[config.mk]
export PLATFORM = sky130hd
export DESIGN_NAME = hazard_forward_unit
export DESIGN_NICKNAME = d
export VERILOG_FILES = /design/src/rtl/hazard_forward_unit.sv
export SDC_FILE = /design/constraint.sdc
export NUM_CORES = 1
export LEC_CHECK = 0
export ABC_AREA = 0
export CAP_MARGIN = 20
export CORE_ASPECT_RATIO = 0.8
export CORE_MARGIN = 2
export CORE_UTILIZATION = 50
export CTS_CLUSTER_SIZE = 30
export DETAILED_ROUTE_END_ITERATION = 8
export PLACE_DENSITY_LB_ADDON = 0.2
export SYNTH_ARGS = -nofsm -noshare
export SYNTH_HDL_FRONTEND = slang
export SYNTH_SLANG_ARGS = --single-unit
export TNS_END_PERCENT = 1
[constraint.sdc]
create_clock -name clk -period 4.96 [get_ports clk]
set_clock_uncertainty 0.1 [all_clocks]
set_input_delay 0.744 -clock clk [delete_from_list [all_inputs] [get_ports clk]]
set_output_delay 0.744 -clock clk [all_outputs]
set_load 0.05 [all_outputs]
[src/rtl/hazard_forward_unit.sv]
// Forwarding-select producer for the EX stage: shadows the EX/MEM destination
// registers, computes next-EX forward selects in ID, and handles load-use, flush and freeze.
module hazard_forward_unit #(
    parameter int unsigned CNT_W = 32
) (
    input  logic             clk,
    input  logic             rst,
    input  logic             id_valid,
    input  logic [4:0]       id_rs1,
    input  logic [4:0]       id_rs2,
    input  logic             id_alu1_rs1,
    input  logic             id_alu2_rs2,
    input  logic             id_uses_rs2,
    input  logic [4:0]       id_rd,
    input  logic             id_regwrite,
    input  logic             id_is_load,
    input  logic             flush,
    input  logic             mem_busy,
    output logic [1:0]       alumux1_fw,
    output logic [1:0]       alumux2_fw,
    output logic [1:0]       rs2data_fw,
    output logic             stall_ifid,
    output logic             bubble_idex,
    output logic             freeze,
    output logic [CNT_W-1:0] lu_stall_cnt,
    output logic [CNT_W-1:0] flush_cnt
);

    localparam int unsigned REG_W = 5;

    localparam logic [1:0] FW_IDEX  = 2'd0;
    localparam logic [1:0] FW_EXMEM = 2'd1;
    localparam logic [1:0] FW_MEMWB = 2'd2;

    typedef struct packed {
        logic             valid;
        logic [REG_W-1:0] rd;
        logic             regwrite;
        logic             is_load;
    } slot_t;

    typedef enum logic {
        RUN,
        LU
    } state_t;

    state_t state_q;
    state_t state_d;
    slot_t  ex_q;
    slot_t  mem_q;
    slot_t  id_slot;
    logic   rs2_used;
    logic   lu_det;
    logic   stall;
    logic   kill;
    logic [1:0] sel1;
    logic [1:0] sel2;
    logic [1:0] seld;

    function automatic logic hit(input slot_t s, input logic [REG_W-1:0] r);
        return s.valid & s.regwrite & (s.rd == r) & (r != '0);
    endfunction

    // EX slot is the younger producer, so it wins over MEM
    function automatic logic [1:0] fw_sel(input slot_t ex, input slot_t mem,
                                          input logic [REG_W-1:0] r, input logic en);
        logic [1:0] sel;
        sel = FW_IDEX;
        if (en) begin
            if (hit(ex, r)) begin
                sel = FW_EXMEM;
            end else if (hit(mem, r)) begin
                sel = FW_MEMWB;
            end
        end
        return sel;
    endfunction

    always_comb begin
        rs2_used = id_alu2_rs2 | id_uses_rs2;
        sel1     = fw_sel(ex_q, mem_q, id_rs1, id_alu1_rs1);
        sel2     = fw_sel(ex_q, mem_q, id_rs2, id_alu2_rs2);
        seld     = fw_sel(ex_q, mem_q, id_rs2, id_uses_rs2);
        id_slot  = id_valid ? slot_t'{1'b1, id_rd, id_regwrite, id_is_load} : '0;
    end

    // Next-state and stall outputs; flush and freeze both suppress a load-use stall
    always_comb begin
        state_d     = state_q;
        lu_det      = 1'b0;
        stall       = 1'b0;
        freeze      = mem_busy;
        case (state_q)
            RUN: begin
                lu_det = id_valid & ex_q.is_load &
                         ((hit(ex_q, id_rs1) & id_alu1_rs1) | (hit(ex_q, id_rs2) & rs2_used));
                if (lu_det & ~flush & ~mem_busy) begin
                    stall   = 1'b1;
                    state_d = LU;
                end
            end
            LU: begin
                state_d = RUN;
            end
            default: begin
                state_d = RUN;
            end
        endcase
        stall_ifid  = stall;
        bubble_idex = stall;
        kill        = stall | flush;
    end

    always_ff @(posedge clk) begin
        if (rst) begin
            state_q      <= RUN;
            ex_q         <= '0;
            mem_q        <= '0;
            alumux1_fw   <= FW_IDEX;
            alumux2_fw   <= FW_IDEX;
            rs2data_fw   <= FW_IDEX;
            lu_stall_cnt <= '0;
            flush_cnt    <= '0;
        end else if (!mem_busy) begin
            state_q      <= state_d;
            mem_q        <= ex_q;
            ex_q         <= kill ? slot_t'('0) : id_slot;
            alumux1_fw   <= kill ? FW_IDEX : sel1;
            alumux2_fw   <= kill ? FW_IDEX : sel2;
            rs2data_fw   <= kill ? FW_IDEX : seld;
            lu_stall_cnt <= lu_stall_cnt + CNT_W'(stall);
            flush_cnt    <= flush_cnt + CNT_W'(flush);
        end
    end

endmodule
[Word-level counts from Yosys, hierarchy flattened]
Cells that the tools add are included.
Storage, ports and cells
  output and inout bits: 73
  word-level logic and storage cells: 58
  register bits: 86
Cells by class
  reductions and logical operators: 2
  equal/unequal tests: 4
  add/sub/neg operators: 2
  mux-type cells: 15
  bitwise logic cells: 22
Operator list (count)
  $add 32x1->32: 2
  $eq 5x5->1: 4
  $mux 2: 10
  $and 1x1->1: 16
  $mux 8: 2
  $reduce_bool 5->1: 2
  $not 1->1: 3
  $or 1x1->1: 3
  $mux 1: 2
  $pmux 1 s2: 1

[Depth between registers and ports, before layout]
Gate-level depths: netlist of run 1.
  depth after elaboration: 12
  depth in mapped cells: 11

[Worst setup path after synthesis of run 1]
OpenSTA, ideal clock, no wires.
  kind: input to register
  start: in mem_busy
  end: reg lu_stall_cnt[28]
  setup time: 128 ps
  cell stages on the path: 11
  path slack: 598 ps
  data arrival time: 4135 ps
  buffers on the path: 0
  data required time: 4732 ps
  cells stage by stage: nor2_1 > and4b_1 > o21ai_0 > o31ai_1 > ha_1 > ha_1 > nand3b_1 > nor4_4 > nand4_1 > xor2_1 > nor2_1
Between the ends
  longest elaborated chain between the ends: 5
RTL lines
  start: declaration: line 18  | input logic mem_busy,
  $not 1->1: line 97  | if (lu_det & ~flush & ~mem_busy) begin
  $and 1x1->1: line 97
  $mux 1: line 97
  $mux 1: line 93  | case (state_q)
  net bubble_idex: line 23  | output logic bubble_idex,
  $add 32x1->32: line 131  | lu_stall_cnt <= lu_stall_cnt + CNT_W'(stall);
  end signal: assignment: line 131
  end: declaration: line 25  | output logic [CNT_W-1:0] lu_stall_cnt,
The timed path passes the listed nets, and every way through them passes these cells.
A chain may end at the register's enable or synchronous reset.

[Worst setup path after layout of run 1]
  start: in flush
  end: reg lu_stall_cnt[22]
Between the ends
  longest elaborated chain between the ends: 6
RTL lines
  start: declaration: line 17  | input logic flush,
  $not 1->1: line 97
  $and 1x1->1 (2 in a row): line 97
  $mux 1: line 97
  $mux 1: line 93
  $add 32x1->32: line 131
No other way between the ends.

==> results of run 1 <==
[flip-flops by register name, indices dropped and copies added (netlist names)]
signal / flops
lu_stall_cnt: 32
ex_q: 8
flush_cnt: 32
mem_q: 7
rs2data_fw: 2
state_q: 1
alumux1_fw: 2
alumux2_fw: 2
[synth_stat cells (2+ instances only)]
library cell   n
or3_1          6
xor2_1        60
dfxtp_1       86
or4_1          2
a21oi_1        4
nand3b_1       4
and4_1         8
buf_2          4
a22o_1         9
nor4_1         3
nor4_4         2
nand2_1       25
nor2_1        77
mux2i_1       11
nand4b_1       3
nand4_1       25
buf_4          2
and3_1         9
clkbuf_1      13
nand3_1       20
xnor2_1       16
nor2b_1        4
o21ai_0        8
and3b_1        2
ha_1           4
inv_1          2
nor3_1         5
and2_1         3
[cells by family (layout without fill, tap and decap cells)]
family                     count (synthesis)  count (layout)  synth area share
AOI/OAI and AO/OA                         27              27            0.0492
xor gates and xnor gates                  76              76             0.170
adders and majority gates                  4               4            0.0128
buffers and inverters                     22             115            0.0243
DFF                                       86              86             0.439
muxes                                     11              11            0.0281
and+or+nand+nor                          205             205             0.277
[per-stage QoR]
step	hold slack, ns	utilization
global route	0.394	0.682
CTS	0.351	0.682
detailed placement	0.339	0.659
floorplan	0.342	-
finish	0.349	0.682
global placement	0.326	0.659
[metal layers]
| metal | global-route usage | part of all wire | up-vias |
|---|---|---|---|
| met5 | 0 | 0 | - |
| met2 | 0.351 | 0.46 | 103 |
| li1 | - | - | 1662 |
| met1 | 0.308 | 0.47 | 1597 |
| met3 | 0.0564 | 0.056 | 11 |
| met4 | 0.0646 | 0.014 | 0 |
[worst min-delay path, cell delays in order, from the launching register on]
cell and delay (ns):
dfxtp_1 0.31, nand2_1 0.05, nand2_1 0.04
[where the power goes]
| part | internal (mW) | leakage, nW | total, mW | switching [mW] |
|---|---|---|---|---|
| registers | 0.693 | 0.693 | 0.697 | 0.00388 |
| logic | 0.0330 | 1.13 | 0.0707 | 0.0378 |
| clock network | 0.227 | 0.0863 | 0.454 | 0.227 |
| total | 0.954 | 1.90 | 1.22 | 0.268 |
[layout make-up]
class / instances / area share
inverter: 2 / 0.00147
clock buffer: 12 / 0.0264
timing repair buffer: 99 / 0.191
clock inverter: 2 / 0.00686
multi-input combinational: 323 / 0.412
sequential: 86 / 0.337
tap: 105 / 0.0257
[how the worst max path moves through the flow]
stage / end / slack, ns / cells past startpoint
6_report: lu_stall_cnt[22] / 1.13 / 12
5_1_grt: lu_stall_cnt[26] / 0.80 / 12
4_1_cts: lu_stall_cnt[22] / 1.12 / 12
3_5_place_dp: lu_stall_cnt[28] / 0.79 / 12
3_3_place_gp: lu_stall_cnt[28] / 0.91 / 12
2_1_floorplan: lu_stall_cnt[28] / 0.60 / 11
==> impl_metrics.tcl, run 1 <==
set metrics [dict create \
    ff2ff_setup_slack_ns 1.75 \
    clock_latency_ns 0.35 \
    worst-path-buf-inv 1 \
    ios 98 \
    grt_max_degree 45 \
    avgRoutedWirePerCell_um 14.8 \
    hold_depth 2 \
    antenna_cells 0 \
    syn_nets 460 \
    vias 3373 \
    synthFlopType "dfxtp_1" \
    post-route-period-util 0.773 \
    drive_gt1_frac 0.0439 \
    synth_top_cell_by_area "dfxtp_1" \
    crit_start "flush" \
    worstPathMaxFanout 10 \
    place_inst 615 \
    antenna_found_initial 0 \
    area_growth_pct 30.4 \
    yosys_warnings 0 \
    remaining_drc_errors 0 \
    htreeDepth 3 \
    cts_tree "yes" \
    outcome "finished clean" \
    critical_path.cell_chain "clkdlybuf4s50_1 -> nor2_1 -> and4b_1 -> o21ai_0 -> o31ai_1 -> ha_1 -> ha_1 -> nand3b_1 -> nor4_4 -> nand3_1 -> xor2_1 -> nor2_1" \
    crit_path_end_kind "flip-flop" \
    initial_utilization 0.523 \
    regArea_mm2 0.00172 \
    rsz0062_at_grt "no" \
    syn_area_mm2 0.00392 \
    p_leak_nw 1.90 \
    slowest_delay_ns 0.55 \
    synthTopCellsByArea "dfxtp_1, xor2_1, nor2_1" \
    cts_buffers 9 \
    r2r_end "lu_stall_cnt[22]" \
    syn_area_per_cell_um2 9.10 \
    maxCapViolCount 0 \
    final_cell_mix "clkdlybuf4s50_1, dfxtp_1, nor2_1" \
    dp_slack_ns 0.793 \
    arrival_ns 3.96 \
    fp.dieW_um 103 \
    grt_pass1_vias 3229 \
    multi_input_area_mm2 0.00210 \
    die_area_mm2 0.00857 \
    period_needed_ns 3.83 \
    clkSinkCount 86 \
    tightest_slew_ns 0.937 \
    finish.instance_area_mm2 0.00511 \
    hold_path.class "reg -> reg" \
    layout_commonest_cell "clkdlybuf4s50_1" \
    finalMaxSlewViolations 0 \
    hold_violations 0 \
    synth_top_area_share 0.439 \
    drt_wl_total_um 9280 \
    ys_seq_area_frac 0.439 \
    cp_data_required_time_ns 5.08 \
    cts.path.max_buffers 2 \
    fin_tns_setup_ns 0 \
    slew-limit-headroom 0.374 \
    dpl_cell_area_mm2 0.00494 \
    start_kind "input pin" \
    nets 550 \
    core-area_mm2 0.00750 \
    r2r_start "ex_q[5]" \
    synth_seq_cells 86 \
    setup_viol 0 \
    die_h_um 83.2 \
    fillers 654 \
    p_per_area_mw_per_mm2 239 \
    drt-pass1-iter-count 4 \
    drt_iter0_drc 116 \
    min_to "alumux1_fw[1]" \
    synth-edff-count 0 \
    rr_worst_depth 11 \
    async_flop_share 0 \
    overflow 0 \
    place.gp.congestion 0.883 \
    total_power_mw 1.22 \
    cpMaxStageDelayCell "nor4_4" \
    ant_nets 0 \
    post_cts_resize_count 0 \
    yosysUniqueCellTypes 42 \
    hpwlAfterDp_um 6670 \
    clk_pin_slew_ns 0.08 \
    avgViaCountPerCell 5.36 \
    final_cells 629 \
    clock-root-buffer "clkbuf_8" \
    critPathTopFamily "simple AND/OR/NAND/NOR gates" \
    fmax_mhz 261 \
    grt_pass1_wl_um 15500 \
    port_buffers 97 \
    critical_path_class "in -> reg" \
    cts_setup_buffers 0 \
    fin_ws_ns 1.13 \
    min_from "alumux1_fw[1]" \
    syn_inst 431 \
    hold_buffers 0 \
    peakVddDrop_mv 0.134 \
    grt.total_usage 0.225 \
    fp-row-count 28 \
]
No activity file was read; power rests on OpenSTA's default activity.
==> inputs of run 2 (changes only) <==
--- a/config.mk
+++ b/config.mk
@@ -9,7 +9,7 @@
 export CAP_MARGIN = 20
 export CORE_ASPECT_RATIO = 0.8
 export CORE_MARGIN = 2
-export CORE_UTILIZATION = 50
+export CORE_UTILIZATION = 44
 export CTS_CLUSTER_SIZE = 30
 export DETAILED_ROUTE_END_ITERATION = 8
 export PLACE_DENSITY_LB_ADDON = 0.2
==> constraint.sdc (replaced) <==
create_clock -name clk -period 3.09 [get_ports clk]
set_clock_uncertainty 0.1 [all_clocks]
set_input_delay 0.4635 -clock clk [delete_from_list [all_inputs] [get_ports clk]]
set_output_delay 0.4635 -clock clk [all_outputs]
set_load 0.05 [all_outputs]
==> impl_metrics.tcl, run 2 (synthesized netlist as in run 1, its figures left out) <==
set metrics [dict create \
    p_int_mw 1.52 \
    cts.path.max_buffers 2 \
    hold_violations 0 \
    drive_gt1_frac 0.0998 \
    grt_pass1_wl_um 15500 \
    post-route-period-util 0.935 \
    avgRoutedWirePerCell_um 14.1 \
    pwr-share-seq 0.565 \
    fp-row-count 30 \
    crit_start "id_rs2[2]" \
    grt_max_degree 41 \
    r2r_start "ex_q[2]" \
    arrival_ns 3.01 \
    p_switching_mw 0.465 \
    remaining_drc_errors 0 \
    start_kind "input pin" \
    initial_utilization 0.458 \
    clk_pin_slew_ns 0.08 \
    ant_nets 0 \
    finalMaxSlewViolations 0 \
    clkSinkCount 86 \
    rsz0062_at_grt "no" \
    drt_iter0_drc 111 \
    clock_latency_ns 0.34 \
    grt_pass1_vias 3293 \
    clock-root-buffer "clkbuf_8" \
    power.clock.fraction 0.370 \
    critical_path.cell_chain "clkdlybuf4s50_1 -> or4_1 -> nor2_1 -> or3_1 -> o31ai_4 -> ha_1 -> ha_1 -> nand3b_1 -> nor4_4 -> buf_6 -> nand3_1 -> xnor2_1 -> nor2_1" \
    comb_power_share 0.065 \
    core-area_mm2 0.00856 \
    tightest_slew_ns 0.727 \
    port_buffers 97 \
    die_area_mm2 0.00969 \
    area_growth_pct 37.2 \
    fillers 764 \
    p_per_area_mw_per_mm2 368 \
    fin_tns_setup_ns 0 \
    cts_buffers 9 \
    htreeDepth 3 \
    cts_tree "yes" \
    worstPathMaxFanout 10 \
    nets 575 \
    antenna_cells 0 \
    vias 3431 \
    critical_path_class "in -> reg" \
    avgViaCountPerCell 5.17 \
    setup_viol 0 \
    p_leak_nw 2.04 \
    hold_buffers 0 \
    overflow 0 \
    layout_commonest_cell "clkdlybuf4s50_1" \
    fp.dieW_um 110 \
    place.gp.congestion 0.890 \
    largestRegisters "flush_cnt (32), lu_stall_cnt (32), ex_q (8)" \
    slew-limit-headroom 0.515 \
    cp_data_required_time_ns 3.21 \
    p_sw_frac 0.235 \
    total_power_mw 1.98 \
    final_cell_mix "clkdlybuf4s50_1, dfxtp_1, nor2_1" \
    whs_ns 0.354 \
    maxCapViolCount 0 \
    ios 98 \
    period_needed_ns 2.89 \
    drt_wl_total_um 9350 \
    die_h_um 88.4 \
    outcome "finished clean" \
    slowest_delay_ns 0.50 \
    drt-pass1-iter-count 4 \
    hpwlAfterDp_um 6880 \
    peakVddDrop_mv 0.201 \
    critPathTopFamily "simple AND/OR/NAND/NOR gates" \
    grt.total_usage 0.202 \
    finish.utilization 0.629 \
    worst-path-buf-inv 2 \
    fmax_mhz 346 \
    hold_path.class "reg -> reg" \
    crit_path_end_kind "flip-flop" \
    cpMaxStageDelayCell "clkdlybuf4s50_1" \
    antenna_found_initial 0 \
    min_from "alumux1_fw[1]" \
]
==> run 2: metrics by stage <==
| step | instance area (um^2) | cells | setup slack (ns) |
|---|---|---|---|
| 2_1_floorplan | 3930 | 431 | -0.0123 |
| 3_3_place_gp | 5180 | 646 | -0.121 |
| 3_5_place_dp | 5180 | 646 | -0.217 |
| 4_1_cts | 5360 | 662 | 0.161 |
| 5_1_grt | 5380 | 663 | 0.0102 |
| 6_report | 5380 | 663 | 0.200 |
==> run 2: area by class of cell <==
| cell class | instances | area (um^2) | share of cell area |
|---|---|---|---|
| well taps | 112 | 140 | 0.0261 |
| inverters | 2 | 7.51 | 0.00140 |
| clock inverters | 4 | 28.8 | 0.00535 |
| repair buffers | 124 | 1200 | 0.224 |
| multi-input cells | 323 | 2120 | 0.395 |
| clock buffers | 12 | 155 | 0.0288 |
| flip-flops and latches | 86 | 1720 | 0.320 |
==> run 2: power by group through the flow <==
stage	Combinational (mW)	Sequential, mW	Clock, mW
after floorplan	0.0533	1.15	0
after global placement	0.126	1.14	0
after detailed placement	0.127	1.15	0
after CTS	0.128	1.12	0.757
after global routing	0.138	1.12	0.810
final	0.128	1.12	0.733
==> run 2: timing repair <==
| item | in CTS | in global routing |
|---|---|---|
| setup buffers | 0 | 1 |
| gates resized for setup | 0 | 3 |
| setup endpoints to repair | 0 | 13 |
==> run 2: final timing paths <==
| check | end | slack (ns) | cells after the start |
|---|---|---|---|
| max | lu_stall_cnt[26] | 0.20 | 13 |
| min | alumux1_fw[1] | 0.35 | 2 |
| max reg2reg | lu_stall_cnt[26] | 0.42 | 12 |
| min reg2reg | alumux1_fw[1] | 0.35 | 2 |
==> run 2: tightest hold or removal path: cells and delay by family (launching register included) <==
family	cells	cell delay (ns)
AND/OR/NAND/NOR	2	0.10
flip-flops	1	0.32
==> run 2: per-layer routing <==
metal	GRT usage	routed length [um]	share of wire	vias to the layer above
li1	-	-	-	1716
met1	0.270	4530	0.48	1640
met2	0.325	4280	0.46	67
met3	0.0604	452	0.048	8
met4	0.0403	85	0.0091	0
met5	0	0	0	-
==> inputs of run 3 (changes only) <==
--- a/config.mk
+++ b/config.mk
@@ -10,7 +10,6 @@
 export CORE_ASPECT_RATIO = 0.8
 export CORE_MARGIN = 2
 export CORE_UTILIZATION = 44
-export CTS_CLUSTER_SIZE = 30
 export DETAILED_ROUTE_END_ITERATION = 8
 export PLACE_DENSITY_LB_ADDON = 0.2
 export SYNTH_ARGS = -nofsm -noshare
==> results of run 3 <==
Same layout as run 2: the final DEF is identical, and so are final timing and power.
